`config.mk`:
```
export PLATFORM = sky130hd
export DESIGN_NAME = ahb3lite_sram_arbiter_flat
export DESIGN_NICKNAME = d
export VERILOG_FILES = /design/src/rtl/ahb3lite_sram_arbiter_if.sv /design/src/rtl/ahb3lite_sram_arbiter.sv /design/src/flat_wrapper.sv
export SDC_FILE = /design/constraint.sdc
export NUM_CORES = 1
export LEC_CHECK = 0
export CAP_MARGIN = 10
export CORE_ASPECT_RATIO = 1.4
export CORE_MARGIN = 2
export CORE_UTILIZATION = 43
export DETAILED_ROUTE_END_ITERATION = 10
export HOLD_SLACK_MARGIN = 0.1
export PLACE_DENSITY = 0.81
export SETUP_SLACK_MARGIN = 0.5
export SLEW_MARGIN = 25
export SYNTH_ARGS = -nofsm -noshare
export SYNTH_HDL_FRONTEND = slang
export SYNTH_SLANG_ARGS = --single-unit
```
`constraint.sdc`:
```
create_clock -name clk_i -period 3 [get_ports clk_i]
set_clock_uncertainty 0.15 [all_clocks]
set_input_delay 0.45 -clock clk_i [delete_from_list [all_inputs] [get_ports clk_i]]
set_output_delay 0.45 -clock clk_i [all_outputs]
set_load 0.01 [all_outputs]
```
`src/rtl/ahb3lite_sram_arbiter_if.sv`:
```
// Requester-side bus of the SRAM arbiter: two request channels in, one-hot grant and
// shared read-return bus out.
interface ahb3lite_sram_arbiter_if #(
    parameter int ABITS = 8,
    parameter int DBITS = 32,
    localparam int BE   = (DBITS + 7) / 8
);
    logic [1:0]            req_i;
    logic [1:0]            we_i;
    logic [1:0][ABITS-1:0] addr_i;
    logic [1:0][BE-1:0]    be_i;
    logic [1:0][DBITS-1:0] wdata_i;
    logic [1:0]            gnt_o;
    logic [1:0]            rvalid_o;
    logic [DBITS-1:0]      rdata_o;

    modport slave (
        input  req_i, we_i, addr_i, be_i, wdata_i,
        output gnt_o, rvalid_o, rdata_o
    );

    modport master (
        output req_i, we_i, addr_i, be_i, wdata_i,
        input  gnt_o, rvalid_o, rdata_o
    );
endinterface

```
`src/rtl/ahb3lite_sram_arbiter.sv`:
```
// Round-robin arbiter sharing one 1r1w SRAM port between two requesters, with a post-reset zero-fill.
// States: CLEAR | zero-filling memory, no grants;  ARB | round-robin arbitration with burst limit
module ahb3lite_sram_arbiter #(
    parameter int ABITS          = 8,
    parameter int DBITS          = 32,
    parameter int CLEAR_ON_RESET = 1,
    parameter int MAX_BURST      = 4,
    localparam int BE            = (DBITS + 7) / 8
) (
    input  logic                    clk_i,
    input  logic                    rst_i,
    ahb3lite_sram_arbiter_if.slave  bus,
    output logic                    busy_o,
    output logic                    mem_we_o,
    output logic [ABITS-1:0]        mem_waddr_o,
    output logic [BE-1:0]           mem_be_o,
    output logic [DBITS-1:0]        mem_din_o,
    output logic                    mem_re_o,
    output logic [ABITS-1:0]        mem_raddr_o,
    input  logic [DBITS-1:0]        mem_dout_i
);

    typedef enum logic {S_CLEAR, S_ARB} state_e;
    localparam state_e RST_STATE = (CLEAR_ON_RESET != 0) ? S_CLEAR : S_ARB;

    state_e             state_q, state_d;
    logic [ABITS-1:0]   clr_q, clr_d;
    logic               last_q, last_d;
    logic [7:0]         burst_q, burst_d;
    logic [1:0]         rd_pend_q, rd_pend_d;
    logic               wr_vld_q;
    logic [ABITS-1:0]   wr_addr_q;
    logic [BE-1:0]      wr_be_q;
    logic [DBITS-1:0]   wr_data_q;
    logic [BE-1:0]      byp_be_q, byp_be_d;
    logic [DBITS-1:0]   byp_data_q;

    logic               any_gnt, sel, keep;
    logic [1:0]         gnt_c;
    logic               we_c, re_c;
    logic [ABITS-1:0]   waddr_c, raddr_c;
    logic [BE-1:0]      be_c;
    logic [DBITS-1:0]   din_c;
    logic [DBITS-1:0]   rdata_c;

    always_comb begin
        state_d   = state_q;
        clr_d     = clr_q;
        last_d    = last_q;
        burst_d   = burst_q;
        rd_pend_d = '0;
        byp_be_d  = '0;
        any_gnt   = 1'b0;
        sel       = 1'b0;
        keep      = (burst_q != 8'd0) && (burst_q < 8'(MAX_BURST));
        we_c      = 1'b0;
        waddr_c   = clr_q;
        be_c      = '0;
        din_c     = '0;
        re_c      = 1'b0;
        raddr_c   = '0;
        unique case (state_q)
            S_CLEAR: begin
                we_c  = 1'b1;
                be_c  = '1;
                clr_d = clr_q + 1'b1;
                if (clr_q == '1) state_d = S_ARB;
            end
            S_ARB: begin
                unique case (bus.req_i)
                    2'b01:   begin any_gnt = 1'b1; sel = 1'b0; end
                    2'b10:   begin any_gnt = 1'b1; sel = 1'b1; end
                    2'b11:   begin any_gnt = 1'b1; sel = keep ? last_q : ~last_q; end
                    default: any_gnt = 1'b0;
                endcase
                if (any_gnt) begin
                    // burst_q == 0 means the previous cycle was idle, so nobody owns the port
                    if (sel == last_q && burst_q != 8'd0)
                        burst_d = (burst_q == 8'hFF) ? burst_q : burst_q + 8'd1;
                    else
                        burst_d = 8'd1;
                    last_d = sel;
                    if (bus.we_i[sel]) begin
                        we_c    = 1'b1;
                        waddr_c = bus.addr_i[sel];
                        be_c    = bus.be_i[sel];
                        din_c   = bus.wdata_i[sel];
                    end else begin
                        re_c           = 1'b1;
                        raddr_c        = bus.addr_i[sel];
                        rd_pend_d[sel] = 1'b1;
                        if (wr_vld_q && wr_addr_q == bus.addr_i[sel]) byp_be_d = wr_be_q;
                    end
                end else begin
                    burst_d = 8'd0;
                end
            end
            default: state_d = RST_STATE;
        endcase
    end

    assign gnt_c = any_gnt ? (sel ? 2'b10 : 2'b01) : 2'b00;

    // Lanes written in the cycle before a read come from the local copy, never the RAM.
    always_comb begin
        rdata_c = '0;
        for (int i = 0; i < DBITS; i++)
            rdata_c[i] = byp_be_q[i/8] ? byp_data_q[i] : mem_dout_i[i];
    end

    always_ff @(posedge clk_i) begin
        if (rst_i) begin
            state_q    <= RST_STATE;
            clr_q      <= '0;
            last_q     <= 1'b1;
            burst_q    <= 8'd0;
            rd_pend_q  <= 2'b00;
            wr_vld_q   <= 1'b0;
            wr_addr_q  <= '0;
            wr_be_q    <= '0;
            wr_data_q  <= '0;
            byp_be_q   <= '0;
            byp_data_q <= '0;
        end else begin
            state_q    <= state_d;
            clr_q      <= clr_d;
            last_q     <= last_d;
            burst_q    <= burst_d;
            rd_pend_q  <= rd_pend_d;
            wr_vld_q   <= we_c;
            wr_addr_q  <= waddr_c;
            wr_be_q    <= be_c;
            wr_data_q  <= din_c;
            byp_be_q   <= byp_be_d;
            byp_data_q <= wr_data_q;
        end
    end

    assign busy_o       = rst_i ? (CLEAR_ON_RESET != 0) : (state_q == S_CLEAR);
    assign bus.gnt_o    = rst_i ? 2'b00 : gnt_c;
    assign bus.rvalid_o = rst_i ? 2'b00 : rd_pend_q;
    assign bus.rdata_o  = rdata_c;
    assign mem_we_o     = we_c & ~rst_i;
    assign mem_waddr_o  = waddr_c;
    assign mem_be_o     = be_c;
    assign mem_din_o    = din_c;
    assign mem_re_o     = re_c & ~rst_i;
    assign mem_raddr_o  = raddr_c;

endmodule

```
`src/flat_wrapper.sv`:
```
// flat-port wrapper written by rule: the top's interface ports become plain ports
module ahb3lite_sram_arbiter_flat 
#(
    parameter int ABITS          = 8,
    parameter int DBITS          = 32,
    parameter int CLEAR_ON_RESET = 1,
    parameter int MAX_BURST      = 4,
    localparam int BE            = (DBITS + 7) / 8
)
  (clk_i, rst_i, busy_o, mem_we_o, mem_waddr_o, mem_be_o, mem_din_o, mem_re_o, mem_raddr_o, mem_dout_i, bus_req_i, bus_we_i, bus_addr_i, bus_be_i, bus_wdata_i, bus_gnt_o, bus_rvalid_o, bus_rdata_o);
  ahb3lite_sram_arbiter_if #(.ABITS(ABITS), .DBITS(DBITS)) bus_i ();
  input  logic clk_i;
  input  logic rst_i;
  output logic busy_o;
  output logic mem_we_o;
  output logic [ABITS-1:0] mem_waddr_o;
  output logic [BE-1:0] mem_be_o;
  output logic [DBITS-1:0] mem_din_o;
  output logic mem_re_o;
  output logic [ABITS-1:0] mem_raddr_o;
  input  logic [DBITS-1:0] mem_dout_i;
  input wire logic [$bits(bus_i.req_i)-1:0] bus_req_i;
  input wire logic [$bits(bus_i.we_i)-1:0] bus_we_i;
  input wire logic [$bits(bus_i.addr_i)-1:0] bus_addr_i;
  input wire logic [$bits(bus_i.be_i)-1:0] bus_be_i;
  input wire logic [$bits(bus_i.wdata_i)-1:0] bus_wdata_i;
  output wire logic [$bits(bus_i.gnt_o)-1:0] bus_gnt_o;
  output wire logic [$bits(bus_i.rvalid_o)-1:0] bus_rvalid_o;
  output wire logic [$bits(bus_i.rdata_o)-1:0] bus_rdata_o;
  assign bus_i.req_i = bus_req_i;
  assign bus_i.we_i = bus_we_i;
  assign bus_i.addr_i = bus_addr_i;
  assign bus_i.be_i = bus_be_i;
  assign bus_i.wdata_i = bus_wdata_i;
  assign bus_gnt_o = bus_i.gnt_o;
  assign bus_rvalid_o = bus_i.rvalid_o;
  assign bus_rdata_o = bus_i.rdata_o;
  ahb3lite_sram_arbiter #(.ABITS(ABITS), .DBITS(DBITS), .CLEAR_ON_RESET(CLEAR_ON_RESET), .MAX_BURST(MAX_BURST)) u_core (.clk_i(clk_i), .rst_i(rst_i), .bus(bus_i), .busy_o(busy_o), .mem_we_o(mem_we_o), .mem_waddr_o(mem_waddr_o), .mem_be_o(mem_be_o), .mem_din_o(mem_din_o), .mem_re_o(mem_re_o), .mem_raddr_o(mem_raddr_o), .mem_dout_i(mem_dout_i));
endmodule
```
==> results of run 1 <==
==> stage by stage <==
step                hold slack (ns)  cells  setup TNS (ns)  instance area, um^2
floorplan                    0.2638    547               0                 5911
global placement             0.2677    973          -6.591                 8787
detailed placement           0.2712    973          -9.638                 8787
CTS                          0.2879   1040          -6.604                 9932
==> Yosys cell counts, types with 3 or more instances <==
cell	count	area share, %
sky130_fd_sc_hd__nand4_1	5	0.62
sky130_fd_sc_hd__o21ai_0	12	1.2
sky130_fd_sc_hd__a221oi_1	3	0.52
sky130_fd_sc_hd__buf_2	9	0.90
sky130_fd_sc_hd__and3_1	5	0.62
sky130_fd_sc_hd__a41oi_1	3	0.52
sky130_fd_sc_hd__a211oi_1	16	2.4
sky130_fd_sc_hd__nor3_1	43	4.3
sky130_fd_sc_hd__ha_1	3	0.75
sky130_fd_sc_hd__buf_6	9	2.0
sky130_fd_sc_hd__nand4b_1	3	0.52
sky130_fd_sc_hd__clkbuf_1	17	1.3
sky130_fd_sc_hd__mux2_2	32	7.2
sky130_fd_sc_hd__a22o_1	3	0.52
sky130_fd_sc_hd__or3_1	6	0.75
sky130_fd_sc_hd__buf_4	5	0.75
sky130_fd_sc_hd__and2_1	4	0.50
sky130_fd_sc_hd__nand2_1	22	1.6
sky130_fd_sc_hd__a22oi_1	3	0.45
sky130_fd_sc_hd__xnor2_1	5	0.87
sky130_fd_sc_hd__or2_2	3	0.37
sky130_fd_sc_hd__nand3_1	5	0.50
sky130_fd_sc_hd__a21oi_1	27	2.7
sky130_fd_sc_hd__inv_1	6	0.45
sky130_fd_sc_hd__dfxtp_1	101	40
sky130_fd_sc_hd__mux2i_1	37	7.4
sky130_fd_sc_hd__nor2_1	75	5.6
sky130_fd_sc_hd__or4_1	4	0.60
sky130_fd_sc_hd__nor2b_1	36	4.5
sky130_fd_sc_hd__xor2_1	4	0.70
sky130_fd_sc_hd__o31ai_1	3	0.45
==> cell families after synthesis <==
logic type / share of synthesized area [%]
compound gates: 13.07
flops: 40.23
simple gates: 24.05
mux: 14.54
fa+ha+maj: 0.7469
xor+xnor: 1.568
buf+inv: 5.800
==> repair_timing <==
item / in CTS
pin swaps: 47
gates cloned: 2
setup endpoints to repair: 80
buffers inserted: 49
gates resized for setup: 335
==> metal layers <==
| metal | GRT overflow | track usage (%) |
|---|---|---|
| met5 | 0 | 5.000 |
| met2 | 57 | 94.48 |
| met1 | 0 | 77.24 |
| met4 | 30 | 83.25 |
| met3 | 0 | 59.29 |
==> results by group, run 1 <==
Status
  • Run status: aborted with a tool error
  • Last flow stage reached: 5_1_grt
  • Tool error: [ERROR GRT-0232] Routing congestion too high. Check the congestion heatmap in the GUI.

Synth
  • Proportion of synthesized chip area in sequential cells: 40.23%
  • Count of mapped cells out of synthesis: 547
  • Synth unique cells: 63
  • Number of synthesis warnings: 0
  • Number of enable-type register cells in the synthesized netlist: 0
  • Number of nets produced by synthesis: 676
  • Mean cell area of the mapped netlist: 9.188 um^2
  • Total of flip-flops plus latches after synthesis: 101
  • Area of the mapped netlist: 5026 um^2
  • Top flip-flop cell by instance count after synthesis: sky130_fd_sc_hd__dfxtp_1
  • Ys async rst share: 0%

Floorplan
  • Overall die height: 131.9 um
  • Number of top-level pins: 217
  • Die Span X: 95.37 um
  • Placement Rows: 46
  • Initial Util: 44.33%

Clock network
  • Number of buffers on the longest clock path: 2
  • Hold buffer count at CTS: 0
  • Clock Sink Count: 101
  • Maximum level of the CTS H-tree: 3
  • Master cell of the clock root buffer: sky130_fd_sc_hd__clkbuf_16
  • TritonCTS buffer count: 9

GRT
  • Total congestion overflow: 87
  • Maximum number of pins on one net before global-route repair: 61
  • Global router's overall resource usage: 77.58%

Timing
  • GR repair worst EP: mem_be_o[1]
  • Kind of the worst endpoint: primary output

Placed design
  • Worst setup slack before clock tree synthesis: -0.2485 ns
  • DPL Wire Length: 14350 um
  • Port-buffer cells: 216
  • RePlAce Congestion: 0.9072
==> run 2, diff against run 1 <==
--- a/config.mk
+++ b/config.mk
@@ -6,13 +6,10 @@
 export NUM_CORES = 1
 export LEC_CHECK = 0
 export CAP_MARGIN = 10
-export CORE_ASPECT_RATIO = 1.4
 export CORE_MARGIN = 2
-export CORE_UTILIZATION = 43
+export CORE_UTILIZATION = 30
 export DETAILED_ROUTE_END_ITERATION = 10
-export HOLD_SLACK_MARGIN = 0.1
-export PLACE_DENSITY = 0.81
-export SETUP_SLACK_MARGIN = 0.5
+export PLACE_DENSITY_LB_ADDON = 0.15
 export SLEW_MARGIN = 25
 export SYNTH_ARGS = -nofsm -noshare
 export SYNTH_HDL_FRONTEND = slang
==> run 2 against run 1 <==
Net effect:
- the flow now finishes, with violations (setup timing)
- synthesized cell count is the same
- area after synthesis is the same
==> results by group, run 2 <==
Clock network
  • Number of buffers on the longest clock path: 2 (unchanged)
  • Master cell of the clock root buffer: sky130_fd_sc_hd__clkbuf_16
  • TritonCTS clock tree: done
  • Later-pin clock latency in the skew report: 0.34 ns
  • Hold buffer count at CTS: 0 (unchanged)
  • TritonCTS buffer count: 9 (unchanged)
  • Maximum level of the CTS H-tree: 3 (unchanged)
  • Clock Sink Count: 101 (unchanged)
  • Clock Pin Slew Worst Setup and Hold Paths: 0.07 ns

Synth
  • Mean cell area of the mapped netlist: 9.188 um^2 (unchanged)
  • Total of flip-flops plus latches after synthesis: 101 (unchanged)
  • Cells taking the most area after synthesis: sky130_fd_sc_hd__dfxtp_1, sky130_fd_sc_hd__mux2i_1, sky130_fd_sc_hd__mux2_2
  • Area of the mapped netlist: 5026 um^2 (unchanged)
  • Ys async rst share: 0% (unchanged)
  • Most instantiated library cell after synthesis: sky130_fd_sc_hd__dfxtp_1
  • Proportion of synthesized chip area in sequential cells: 40.23% (unchanged)
  • Share of Yosys cell area claimed by the top area cell type: 40.23% (unchanged)
  • Number of synthesis warnings: 0 (unchanged)
  • Synth unique cells: 63 (unchanged)
  • Most instantiated cells after synthesis: sky130_fd_sc_hd__dfxtp_1, sky130_fd_sc_hd__nor2_1, sky130_fd_sc_hd__nor3_1, sky130_fd_sc_hd__mux2i_1, sky130_fd_sc_hd__nor2b_1
  • Number of enable-type register cells in the synthesized netlist: 0 (unchanged)
  • Cell taking the most area after synthesis: sky130_fd_sc_hd__dfxtp_1
  • Number of nets produced by synthesis: 676 (unchanged)
  • Count of mapped cells out of synthesis: 547 (unchanged)
  • Top flip-flop cell by instance count after synthesis: sky130_fd_sc_hd__dfxtp_1

Worst setup path
  • Kind of capture point of the worst setup path: output port
  • Maximum net fanout on the critical path: 11
  • Type of element launching the critical path: register
  • Arr. time, crit path: 2.61 ns
  • Worst Path Required: 2.40 ns
  • Internal reg-to-reg setup slack: 0.13 ns
  • Cells on worst reg2reg path: 13
  • Terminus of the critical flop-to-flop path: u_core.byp_be_q[3]
  • Startpoint-to-endpoint class of the critical path: register to output port
  • Launch point of the worst reg-to-reg path: u_core.burst_q[2]

Min path
  • WHS Path Cells: 2
  • Hold Crit Class: input pin to register
  • Hold EP: u_core.burst_q[0]
  • Start point of the worst min-delay path: rst_i

Final layout
  • Register area: 2027 um^2
  • Most frequent standard cell in the layout excluding fill and tap cells: sky130_fd_sc_hd__clkdlybuf4s50_1
  • Count of fill cells added during filler insertion: 1400
  • Area growth from synthesis to layout: 90.12%
  • Largest registers: u_core.byp_data_q: 32 flops, u_core.wr_data_q: 32 flops
  • Ant diodes: 0
  • Multi-input gate area in the final layout: 3377 um^2
  • Share of layout cells above drive strength 1: 41.64%
  • Final layout net count: 1015
  • Util after Layout: 58.03%
  • Count of placed standard cells in the final layout, fillers left out: 1111
  • Leading cell types in the layout, fill and taps excluded: sky130_fd_sc_hd__clkdlybuf4s50_1, sky130_fd_sc_hd__buf_4, sky130_fd_sc_hd__dfxtp_1, sky130_fd_sc_hd__buf_6, sky130_fd_sc_hd__nor3_1

Pwr
  • NetSw: 0.7944 mW
  • Reg power frac: 41.0%
  • Internal portion of total power: 2.514 mW
  • Clock network fraction of design power: 38.2%
  • Peak VDD IR: 0.0002823 V
  • Pwr per Cell Area: 346.3 nW/um^2
  • Combinational power share: 20.8%
  • Leak pwr: 3.751 nW
  • Switching share of total power: 24.01%
  • Design Power: 3.309 mW

Timing
  • Time the worst path needs with I/O delays and setup: 3.212 ns
  • Remaining max-slew budget at the tightest pin: 42.82%
  • Worst hold margin: 0.2560 ns
  • Final worst path period share: 107.1%
  • Count of endpoints failing setup in the final report: 50
  • Post-layout worst setup margin: -0.2122 ns
  • Final count of hold timing violations: 0
  • RSZ-0062 raised after global routing: true
  • Pins over their slew limit: 0
  • Measured slew at the worst slew-check pin: 0.8577 ns
  • Max Freq: 311.3 MHz

GRT
  • Global router's overall resource usage: 19.00%
  • Number of global-route vias before repair: 5160
  • Global-route wire length before repair: 26880 um
  • Maximum number of pins on one net before global-route repair: 87
  • Antenna violations before repair: 0
  • Total congestion overflow: 0

Routing
  • Iteration-0 DRC Markers: 248
  • Via count: 5248
  • Wire length after detailed routing: 17750 um
  • Routed len/inst: 15.97 um
  • Post-DRT Antenna Nets: 0
  • Initial DRT Pass Iterations: 4
  • Post-route DRC violation count: 0
  • Routed vias/inst: 4.724

Floorplan
  • Number of top-level pins: 217 (unchanged)
  • Area of the core: 16470 um^2
  • Placement Rows: 47 (+2.2%)
  • Overall die height: 133.4 um (+1.1%)
  • Die Span X: 133.4 um (+40%)
  • Initial Util: 30.52% (-14 points)
  • DIE AREA: 17800 um^2

Run
  • Max-cap violations: 0

Placed design
  • RePlAce Congestion: 0.8880 (-2.1%)
  • DPL Wire Length: 12410 um (-13%)
  • Port-buffer cells: 216 (unchanged)
  • Cell count after placement: 1045 (+7.4%)

Status
  • Failing checks: setup timing
  • Run status: complete, but fails checks
run 2: cell counts after synthesis:
Identical to the previous run, type by type.
run 2: timing repair:
item                                    CTS  global route
gates resized for setup                 352            86
gates cloned                              3             1
pin swaps                                38            19
hold endpoints to repair                  0             0
buffers inserted                         37            10
endpoints found under the setup margin   56            60
run 2: logic make-up (layout without fill, tap and decap cells):
logic type,count (synthesis),count (layout),share of synthesized area [%]
AOI/OAI and AO/OA,90,90,13.07
xor gates and xnor gates,9,9,1.568
and+or+nand+nor,226,226,24.05
DFF,101,101,40.23
muxes,69,69,14.54
buffers and inverters,49,393,5.800
adders and majority gates,3,3,0.7469
run 2: per-layer routing:
metal / vias up / track usage [%] / routed length (um)
li1: 2616 / - / -
met1: 2460 / 22.48 / 7292
met2: 153 / 34.71 / 9253
met3: 19 / 4.033 / 925
met4: 0 / 5.142 / 276
met5: - / 0 / 0
run 2: cell type report:
cell class                 instances  area share [%]
timing repair buffer             370           36.82
multi-input combinational        397           35.34
tap                              220           2.881
inverter                           7          0.2750
clock inverter                     7           1.113
clock buffer                       9           2.357
sequential                       101           21.21
run 2: stage by stage:
| stage | area, um^2 | setup WS [ns] | TNS [ns] |
|---|---|---|---|
| 2_1_floorplan | 5026 | 0.1170 | 0 |
| 3_3_place_gp | 8019 | -0.4709 | -15.89 |
| 3_5_place_dp | 8019 | -0.4716 | -17.12 |
| 4_1_cts | 9072 | -0.2679 | -6.945 |
| 5_1_grt | 9555 | -0.3317 | -10.79 |
| 6_report | 9555 | -0.2122 | -5.651 |
run 2: critical path, stage by stage, from the launching register on:
cell	delay, ns
sky130_fd_sc_hd__dfxtp_2	0.33
sky130_fd_sc_hd__inv_2	0.04
sky130_fd_sc_hd__ha_4	0.15
sky130_fd_sc_hd__or4_4	0.46
sky130_fd_sc_hd__nor2_8	0.12
sky130_fd_sc_hd__o21ai_4	0.09
sky130_fd_sc_hd__a21bo_4	0.25
sky130_fd_sc_hd__buf_4	0.14
sky130_fd_sc_hd__a21oi_4	0.13
sky130_fd_sc_hd__buf_12	0.14
sky130_fd_sc_hd__buf_4	0.10
sky130_fd_sc_hd__nor2_1	0.05
sky130_fd_sc_hd__a21oi_1	0.12
sky130_fd_sc_hd__buf_2	0.15
run 2: worst max-delay path by stage:
| stage | start | endpoint | slack [ns] |
|---|---|---|---|
| finish | u_core.burst_q[1] | mem_waddr_o[6] | -0.21 |
| global route | u_core.burst_q[1] | mem_waddr_o[6] | -0.33 |
| CTS | u_core.burst_q[1] | mem_be_o[0] | -0.27 |
| detailed placement | u_core.burst_q[0] | mem_din_o[0] | -0.47 |
| global placement | u_core.burst_q[0] | mem_din_o[0] | -0.47 |
| floorplan | u_core.burst_q[0] | mem_raddr_o[0] | 0.12 |
run 2: power by group through the flow:
stage                     clock [mW]  combinational, mW  sequential, mW
after global placement             0              0.537            1.39
after floorplan                    0              0.192            1.38
after detailed placement           0              0.543            1.39
final                           1.26              0.689            1.36
after global routing            1.37              0.728            1.36
after CTS                       1.30              0.638            1.36
Power figures use the tool's default switching activity.
